**src/rtl/krnl_vadd_ctrl.sv**
```systemverilog
// Vector-add kernel control sequencer: ap_ctrl_hs handshake, burst splitting,
// A/B read and C write command issue, write-completion tracking and interrupt.
module krnl_vadd_ctrl #(
    parameter int unsigned C_ADDR_WIDTH     = 64,
    parameter int unsigned C_LEN_WIDTH      = 32,
    parameter int unsigned C_BURST_BEATS    = 16,
    parameter int unsigned C_BYTES_PER_BEAT = 64,
    localparam int unsigned BW              = $clog2(C_BURST_BEATS) + 1
) (
    input  logic                    ap_clk,
    input  logic                    ap_rst_n,
    input  logic                    ap_start,
    output logic                    ap_idle,
    output logic                    ap_ready,
    output logic                    ap_done,
    input  logic [C_LEN_WIDTH-1:0]  cfg_length,
    input  logic [C_ADDR_WIDTH-1:0] cfg_a_addr,
    input  logic [C_ADDR_WIDTH-1:0] cfg_b_addr,
    input  logic [C_ADDR_WIDTH-1:0] cfg_c_addr,
    input  logic                    int_en,
    input  logic                    int_clr,
    output logic                    interrupt,
    output logic                    rd_cmd_valid,
    input  logic                    rd_cmd_ready,
    output logic                    rd_cmd_sel,
    output logic [C_ADDR_WIDTH-1:0] rd_cmd_addr,
    output logic [BW-1:0]           rd_cmd_beats,
    output logic                    wr_cmd_valid,
    input  logic                    wr_cmd_ready,
    output logic [C_ADDR_WIDTH-1:0] wr_cmd_addr,
    output logic [BW-1:0]           wr_cmd_beats,
    input  logic                    wr_done
);

    typedef enum logic [2:0] {StIdle, StRdA, StRdB, StWr, StWait, StDone} state_e;

    state_e                  state;
    logic [C_ADDR_WIDTH-1:0] a_ptr, b_ptr, c_ptr;
    logic [C_LEN_WIDTH-1:0]  remaining, issued, completed;
    logic [C_LEN_WIDTH-1:0]  completed_next, remaining_next;

    // Burst size for the next chunk: min(remaining, C_BURST_BEATS).
    function automatic logic [BW-1:0] chunk_beats(input logic [C_LEN_WIDTH-1:0] rem);
        if (rem >= C_LEN_WIDTH'(C_BURST_BEATS)) return BW'(C_BURST_BEATS);
        return rem[BW-1:0];
    endfunction

    // Byte distance covered by one burst; wraps modulo the address width.
    function automatic logic [C_ADDR_WIDTH-1:0] burst_bytes(input logic [BW-1:0] beats);
        return C_ADDR_WIDTH'(beats) * C_ADDR_WIDTH'(C_BYTES_PER_BEAT);
    endfunction

    // Completion count including a pulse arriving this cycle, so WAIT never misses it.
    always_comb begin
        completed_next = completed + C_LEN_WIDTH'(wr_done);
        remaining_next = remaining - C_LEN_WIDTH'(wr_cmd_beats);
    end

    // Main sequencer with registered handshake and command outputs.
    always_ff @(posedge ap_clk or negedge ap_rst_n) begin
        if (!ap_rst_n) begin
            state        <= StIdle;
            ap_idle      <= 1'b1;
            ap_ready     <= 1'b0;
            ap_done      <= 1'b0;
            interrupt    <= 1'b0;
            rd_cmd_valid <= 1'b0;
            rd_cmd_sel   <= 1'b0;
            rd_cmd_addr  <= '0;
            rd_cmd_beats <= '0;
            wr_cmd_valid <= 1'b0;
            wr_cmd_addr  <= '0;
            wr_cmd_beats <= '0;
            a_ptr        <= '0;
            b_ptr        <= '0;
            c_ptr        <= '0;
            remaining    <= '0;
            issued       <= '0;
            completed    <= '0;
        end else begin
            ap_ready <= 1'b0;
            ap_done  <= 1'b0;

            // wr_done is counted in every run state, ignored in IDLE.
            if (state != StIdle && wr_done) completed <= completed_next;

            // Set has priority over clear.
            if (state == StDone && int_en) interrupt <= 1'b1;
            else if (int_clr)              interrupt <= 1'b0;

            case (state)
                StIdle: begin
                    if (ap_start) begin
                        a_ptr     <= cfg_a_addr;
                        b_ptr     <= cfg_b_addr;
                        c_ptr     <= cfg_c_addr;
                        remaining <= cfg_length;
                        issued    <= '0;
                        completed <= '0;
                        ap_ready  <= 1'b1;
                        ap_idle   <= 1'b0;
                        if (cfg_length == '0) begin
                            // Counts are already equal, so WAIT falls straight to DONE,
                            // placing ap_done two cycles after the start sample.
                            state <= StWait;
                        end else begin
                            state        <= StRdA;
                            rd_cmd_valid <= 1'b1;
                            rd_cmd_sel   <= 1'b0;
                            rd_cmd_addr  <= cfg_a_addr;
                            rd_cmd_beats <= chunk_beats(cfg_length);
                        end
                    end
                end
                StRdA: begin
                    if (rd_cmd_ready) begin
                        a_ptr       <= a_ptr + burst_bytes(rd_cmd_beats);
                        rd_cmd_sel  <= 1'b1;
                        rd_cmd_addr <= b_ptr;
                        state       <= StRdB;
                    end
                end
                StRdB: begin
                    if (rd_cmd_ready) begin
                        b_ptr        <= b_ptr + burst_bytes(rd_cmd_beats);
                        rd_cmd_valid <= 1'b0;
                        wr_cmd_valid <= 1'b1;
                        wr_cmd_addr  <= c_ptr;
                        wr_cmd_beats <= rd_cmd_beats;
                        state        <= StWr;
                    end
                end
                StWr: begin
                    if (wr_cmd_ready) begin
                        c_ptr        <= c_ptr + burst_bytes(wr_cmd_beats);
                        remaining    <= remaining_next;
                        issued       <= issued + C_LEN_WIDTH'(1);
                        wr_cmd_valid <= 1'b0;
                        if (remaining_next != '0) begin
                            state        <= StRdA;
                            rd_cmd_valid <= 1'b1;
                            rd_cmd_sel   <= 1'b0;
                            rd_cmd_addr  <= a_ptr;
                            rd_cmd_beats <= chunk_beats(remaining_next);
                        end else begin
                            state <= StWait;
                        end
                    end
                end
                StWait: begin
                    // issued==0 only for zero length; guards against a stray pulse.
                    if (completed_next == issued || issued == '0) begin
                        state   <= StDone;
                        ap_done <= 1'b1;
                    end
                end
                StDone: begin
                    state   <= StIdle;
                    ap_idle <= 1'b1;
                end
                default: state <= StIdle;
            endcase
        end
    end

endmodule
```
**config.mk**
```make
export PLATFORM = sky130hd
export DESIGN_NAME = krnl_vadd_ctrl
export DESIGN_NICKNAME = d
export VERILOG_FILES = /design/src/rtl/krnl_vadd_ctrl.sv
export SDC_FILE = /design/constraint.sdc
export NUM_CORES = 1
export LEC_CHECK = 0
export CORE_MARGIN = 5
export CORE_UTILIZATION = 40
export CTS_CLUSTER_DIAMETER = 30
export DETAILED_ROUTE_END_ITERATION = 8
export GPL_TIMING_DRIVEN = 0
export PLACE_DENSITY = 0.7
export SLEW_MARGIN = 10
export SYNTH_ARGS = -nofsm -noshare
export SYNTH_HDL_FRONTEND = slang
export SYNTH_SLANG_ARGS = --single-unit
```
**constraint.sdc**
```tcl
create_clock -name ap_clk -period 3.8 [get_ports ap_clk]
set_input_delay 0.76 -clock ap_clk [delete_from_list [all_inputs] [get_ports ap_clk]]
set_output_delay 0.76 -clock ap_clk [all_outputs]
set_load 0.05 [all_outputs]
```
==> results.sh, run 1 <==
export IMPL_grt_pass1_wl_mm=162
export IMPL_final_cell_mix="nand2_1, dfrtp_1, clkdlybuf4s50_1"
export IMPL_drc=0
export IMPL_cp_top_family="compound AO/OA/AOI/OAI gates"
export IMPL_finalHoldViolCount=0
export IMPL_finClkSkew_ns=0.0274
export IMPL_cap_violations=0
export IMPL_synth_top_family_by_area="simple AND/OR/NAND/NOR gates"
export IMPL_routed_via_count=27100
export IMPL_finalSetupViolCount=0
export IMPL_stdcell_count=4462
export IMPL_power_leakage_uw=0.0144
export IMPL_clkTransAtPathRegs_ns=0.05
export IMPL_synth_edff_count=0
export IMPL_routabilityCongestion=1.00
export IMPL_min_path_type="in -> async"
export IMPL_areaGrowthSynthToFinish_pct=36.8
export IMPL_syn_num_nets=3260
export IMPL_r2r_start="wr_cmd_beats[4]$_DFFE_PN0P_"
export IMPL_grt_max_degree=106
export IMPL_mostFrequentLayoutCell="nand2_1"
export IMPL_nFillCells=5739
export IMPL_place_inst=4229
export IMPL_seq_area_frac_synth=0.431
export IMPL_async_reset_ff_frac=1.00
export IMPL_synthAdderAreaFrac=0.0150
export IMPL_insertion_delay_ns=0.66
export IMPL_fmax_mhz=269
export IMPL_reg2reg_depth=13
export IMPL_yosys_area_share_xor_xnor=0.0357
export IMPL_grt_ovfl_total=0
export IMPL_synthCells=3000
export IMPL_die_y_um=262
export IMPL_end_kind="flop"
export IMPL_nNetsFinal=3767
export IMPL_power_density_nw_per_um2=985
export IMPL_routedWlPerCell_um=24.4
export IMPL_fin_setup_tns_ns=0
export IMPL_grt_usage=0.307
export IMPL_critPathSlowestCell="dfrtp_2"
export IMPL_num_rows=92
export IMPL_synth_cell_types=80
export IMPL_crit_required_ns=4.31
export IMPL_ys_ff_latch=436
export IMPL_timing_hold_ws_ns=0.110
export IMPL_cts_buffer_depth=3
export IMPL_start_util=0.403
export IMPL_fin_util=0.551
export IMPL_cp_arrival_ns=4.23
export IMPL_drt_pre_antenna_iters=6
export IMPL_finalWirelength_mm=109
export IMPL_drt_initial_drc_count=3366
export IMPL_cts_buffers=112
export IMPL_grt_pass1_vias=26200
export IMPL_cts_root_buf="clkbuf_16"
export IMPL_worstMarginPinSlew_ns=1.20
export IMPL_final_max_slew_viol_count=0
export IMPL_r2r_end="rd_cmd_addr[39]$_DFFE_PN0P_"
export IMPL_period_share=0.978
export IMPL_ant_nets=0
export IMPL_muxShareOfSynthArea=0.0649
export IMPL_avgSynthCellArea_sq_um=8.43
export IMPL_path_cells="inv_2 > ha_4 > a211o_1 > a2111o_1 > a41o_1 > a2111oi_2 > nand4_1 > nor4b_4 > buf_4 > a31oi_4 > buf_12 > buf_6 > mux2_4"
export IMPL_synth_compound_area_share=0.195
export IMPL_cp_depth=13
export IMPL_crit_fanout=10
export IMPL_crit_path_max_incr_delay_ns=0.45
export IMPL_die_width_um=262
export IMPL_crit_type="reg -> reg"
export IMPL_critical_path_buf_inv_count=4
export IMPL_dpl_worst_slack_ns=-1.53
export IMPL_min_period_ns=3.72
export IMPL_syn_cell_area_sq_um=25300
export IMPL_synthFlopType="dfrtp_1"
export IMPL_drive_gt1_frac=0.102
export IMPL_layout_setup_ws_ns=0.0824
export IMPL_critPathLaunchType="flop"
export IMPL_die_area_sq_um=68400
export IMPL_clkSinkCount=436
export IMPL_core_sq_um=62900
export IMPL_synth_simple_area_share=0.220
export IMPL_vias_per_cell=6.06
export IMPL_cts_tree="yes"
export IMPL_rrSetupSlack_ns=0.08
export IMPL_pin_count=377
export IMPL_yosys_warnings=0
export IMPL_numPortBuffers=375
export IMPL_ctsHtreeMaxLevel=3
export IMPL_slew_headroom=0.203
export IMPL_antenna_found_initial=13
export IMPL_status="finished clean"
export IMPL_hpwl_mm=79.1
export IMPL_irDropWorstVdd_mv=0.745
-- logic make-up (layout without fill, tap and decap cells) --
group	count (synthesis)	in the layout
AND/OR/NAND/NOR	1221	1221
AO/OA/AOI/OAI	830	830
flip-flops	436	436
buffers and inverters	245	851
multiplexers	137	137
XOR/XNOR	103	103
adder cells (fa/ha/maj)	28	28
other	0	10
-- worst max path at each step --
stage	start	to	slack, ns
2_1_floorplan	wr_cmd_beats[4]$_DFFE_PN0P_	rd_cmd_addr[14]$_DFFE_PN0P_	0.07
3_3_place_gp	ap_rst_n	wr_cmd_beats[4]$_DFFE_PN0P_	-19.78
3_5_place_dp	wr_done	ap_done$_DFF_PN0_	-1.53
4_1_cts	state[0]$_DFFE_PN0P_	c_ptr[52]$_DFFE_PN0P_	0.001
5_1_grt	remaining[9]$_DFFE_PN0P_	rd_cmd_addr[39]$_DFFE_PN0P_	-0.03
6_report	wr_cmd_beats[4]$_DFFE_PN0P_	rd_cmd_addr[39]$_DFFE_PN0P_	0.08
-- through the flow --
step	power (uW)	cell area (sq um)
after detailed placement	23500	30300
after global routing	35500	34600
after global placement	23300	30100
after CTS	33600	34400
after floorplan	17800	25300
final	34100	34600
-- cell usage after synthesis (all sizes together), types with 29 or more instances --
cell type  number  area (sq um)
nor2          257           965
a21oi         289          1450
nand2         542          2040
nand4          51           319
mux2i          67           671
and3           52           325
xor2           49           429
or3            33           211
clkbuf        168           631
a31oi          29           181
o21ai         249          1250
inv            48           180
nand3         111           556
dfrtp         435         10900
nor4           36           238
nor3           59           312
o22ai          75           469
xnor2          54           473
mux2           70           972
buf            29           153
-- power by group --
group	internal [uW]	switching [uW]
clock network	6740	3100
registers	6610	2020
logic	5370	10200
total	18700	15400
-- repair_timing --
action,in CTS,in global routing
resized for setup,29,46
pin swaps,5,6
buffers inserted,7,3
hold buffers,0,0
endpoints found under the setup margin,146,149
-- cell type report --
cell class	instances	area [sq um]	area share
repair buffers	393	3980	0.115
diodes	10	25.0	0.000723
flip-flops and latches	436	10900	0.316
clock inverters	61	699	0.0202
inverters	48	180	0.00521
multi-input cells	2319	13600	0.394
well taps	846	1060	0.0306
clock buffers	152	3280	0.0947
plain buffers	197	821	0.0237
-- sequential cells by signal, summed over array words and instances (netlist names), 3 cells and up --
| name | count |
|---|---|
| a_ptr | 64 |
| b_ptr | 64 |
| c_ptr | 64 |
| rd_cmd_addr | 64 |
| wr_cmd_addr | 64 |
| completed | 32 |
| issued | 32 |
| remaining | 32 |
| rd_cmd_beats | 5 |
| wr_cmd_beats | 5 |
| state | 3 |
-- layer usage --
metal	wire length, um	up-vias	global-route usage	part of all wire
li1	-	11800	-	-
met1	43600	13100	0.422	0.40
met2	45800	1789	0.442	0.42
met3	13500	337	0.0883	0.12
met4	5900	8	0.159	0.054
met5	55	-	0	0.00051
Note: power is estimated with default switching activity, not from simulation.
==> run 2, diff against run 1 <==
--- a/config.mk
+++ b/config.mk
@@ -5,7 +5,6 @@
 export SDC_FILE = /design/constraint.sdc
 export NUM_CORES = 1
 export LEC_CHECK = 0
-export CORE_MARGIN = 5
 export CORE_UTILIZATION = 40
 export CTS_CLUSTER_DIAMETER = 30
 export DETAILED_ROUTE_END_ITERATION = 8
==> run 2 against run 1 <==
Register-to-register slack got worse by 0.07 ns. Hold slack got worse by 0.086 ns. Maximum frequency fell by 2.0%. Critical path depth fell by 4. Die area fell by 6.0%. Flip-flop and latch count did not move. Wire length fell by 1.4%. Clock skew rose by 0.0023 ns.
==> results.sh, run 2 (synthesis results as in run 1) <==
export IMPL_die_width_um=254
export IMPL_core_sq_um=62100
export IMPL_met1_usage=0.457
export IMPL_clkSinkCount=436
export IMPL_critPathSlowestCell="clkbuf_1"
export IMPL_routedWlPerCell_um=24.2
export IMPL_drt_pre_antenna_iters=6
export IMPL_fin_setup_tns_ns=0
export IMPL_cap_violations=0
export IMPL_insertion_delay_ns=0.66
export IMPL_grt_pass1_wl_mm=160
export IMPL_cts_tree="yes"
export IMPL_layout_setup_ws_ns=0.00826
export IMPL_cpMostUsedCell="clkbuf_1"
export IMPL_worstMarginPinSlew_ns=1.22
export IMPL_nNetsFinal=3767
export IMPL_grt_ovfl_total=0
export IMPL_top_usage_layer="met2"
export IMPL_postCtsHoldBufs=0
export IMPL_antenna_found_initial=15
export IMPL_vias_per_cell=6.06
export IMPL_final_cell_mix="nand2_1, dfrtp_1, clkdlybuf4s50_1"
export IMPL_grt_usage=0.331
export IMPL_drt_initial_drc_count=3104
export IMPL_power_leakage_uw=0.0144
export IMPL_die_area_sq_um=64300
export IMPL_fin_util=0.559
export IMPL_status="finished clean"
export IMPL_end_kind="flop"
export IMPL_finalHoldViolCount=0
export IMPL_hpwl_mm=77.8
export IMPL_routed_via_count=26900
export IMPL_irDropWorstVdd_mv=0.601
export IMPL_crit_fanout=10
export IMPL_pin_count=377
export IMPL_cts_buffers=109
export IMPL_fmax_mhz=264
export IMPL_min_period_ns=3.79
export IMPL_critical_path_buf_inv_count=5
export IMPL_crit_path_max_incr_delay_ns=0.81
export IMPL_cp_top_family="buffers and inverters"
export IMPL_place_area_sq_um=30300
export IMPL_finalWirelength_mm=107
export IMPL_min_path_type="in -> async"
export IMPL_ant_nets=0
export IMPL_grtUsageMet3=0.0951
export IMPL_start_util=0.408
export IMPL_rsz0062_at_grt="yes"
export IMPL_finClkSkew_ns=0.0297
export IMPL_crit_type="reg -> reg"
export IMPL_fin_area_sq_um=34700
export IMPL_grtUsageMet2=0.461
export IMPL_path_cells="clkbuf_1 > inv_1 > nand2_1 > nor2_1 > clkbuf_2 > buf_1 > clkbuf_1 > o21ai_0 > a21oi_1"
export IMPL_cp_depth=9
export IMPL_finalSetupViolCount=0
export IMPL_slew_headroom=0.189
export IMPL_grt_max_degree=104
export IMPL_clkTransAtPathRegs_ns=0.05
export IMPL_mostFrequentLayoutCell="nand2_1"
export IMPL_numPortBuffers=375
export IMPL_period_share=0.998
export IMPL_cts_root_buf="clkbuf_16"
export IMPL_drive_gt1_frac=0.0997
export IMPL_die_y_um=254
export IMPL_num_rows=91
export IMPL_final_max_slew_viol_count=0
export IMPL_reg2reg_depth=9
export IMPL_ctsHtreeMaxLevel=3
export IMPL_critPathLaunchType="flop"
export IMPL_crit_required_ns=4.38
export IMPL_areaGrowthSynthToFinish_pct=37.1
export IMPL_drc=0
export IMPL_routabilityCongestion=0.997
export IMPL_cp_arrival_ns=4.37
export IMPL_grt_pass1_vias=25700
export IMPL_dpl_worst_slack_ns=-2.01
export IMPL_cts_buffer_depth=3
export IMPL_power_density_nw_per_um2=990
-- run 2: timing repair --
action                                  in CTS  in global routing
setup buffers                                9                  5
resized for setup                           31                 39
endpoints found under the setup margin     166                169
cloned                                       1                  0
pin swaps                                    5                  7
-- run 2: per-layer routing --
metal,vias to the layer above,wire length (um)
met5,-,110
met4,16,6190
met3,394,13700
met2,1752,44300
met1,13000,43100
li1,11800,-
-- run 2: worst paths after layout --
kind / from / end / slack (ns)
max: state[2]$_DFFE_PN0P_ / a_ptr[34]$_DFFE_PN0P_ / 0.008
min: ap_rst_n / wr_cmd_addr[28]$_DFFE_PN0P_ / 0.02
max reg2reg: state[2]$_DFFE_PN0P_ / a_ptr[34]$_DFFE_PN0P_ / 0.008
min reg2reg: c_ptr[4]$_DFFE_PN0P_ / wr_cmd_addr[4]$_DFFE_PN0P_ / 0.46
max in group asynchronous: ap_rst_n / b_ptr[31]$_DFFE_PN0P_ / 2.45
min in group ap_clk: c_ptr[4]$_DFFE_PN0P_ / wr_cmd_addr[4]$_DFFE_PN0P_ / 0.46
-- run 2: where the power goes --
| part | switching (uW) | internal [uW] | leakage [uW] |
|---|---|---|---|
| sequential | 2030 | 6610 | 0.00525 |
| combinational | 10200 | 5450 | 0.00726 |
| clock | 3030 | 6990 | 0.00192 |
-- run 2: cell type report --
type	instances	area, sq um
antenna	5	12.5
buffer	196	813
clock buffer	150	3210
clock inverter	55	790
fill	5583	27400
inverter	48	180
multi-input combinational	2319	13700
sequential	436	10900
tap	837	1050
timing repair buffer	397	4060
-- run 2: through the flow --
step,cells,power [uW],hold WS [ns]
4_1_cts,4434,33800,0.0275
2_1_floorplan,3000,17800,0.439
6_report,4443,34400,0.0240
3_3_place_gp,4212,23300,0.450
3_5_place_dp,4219,23500,0.451
5_1_grt,4442,35700,0.0553
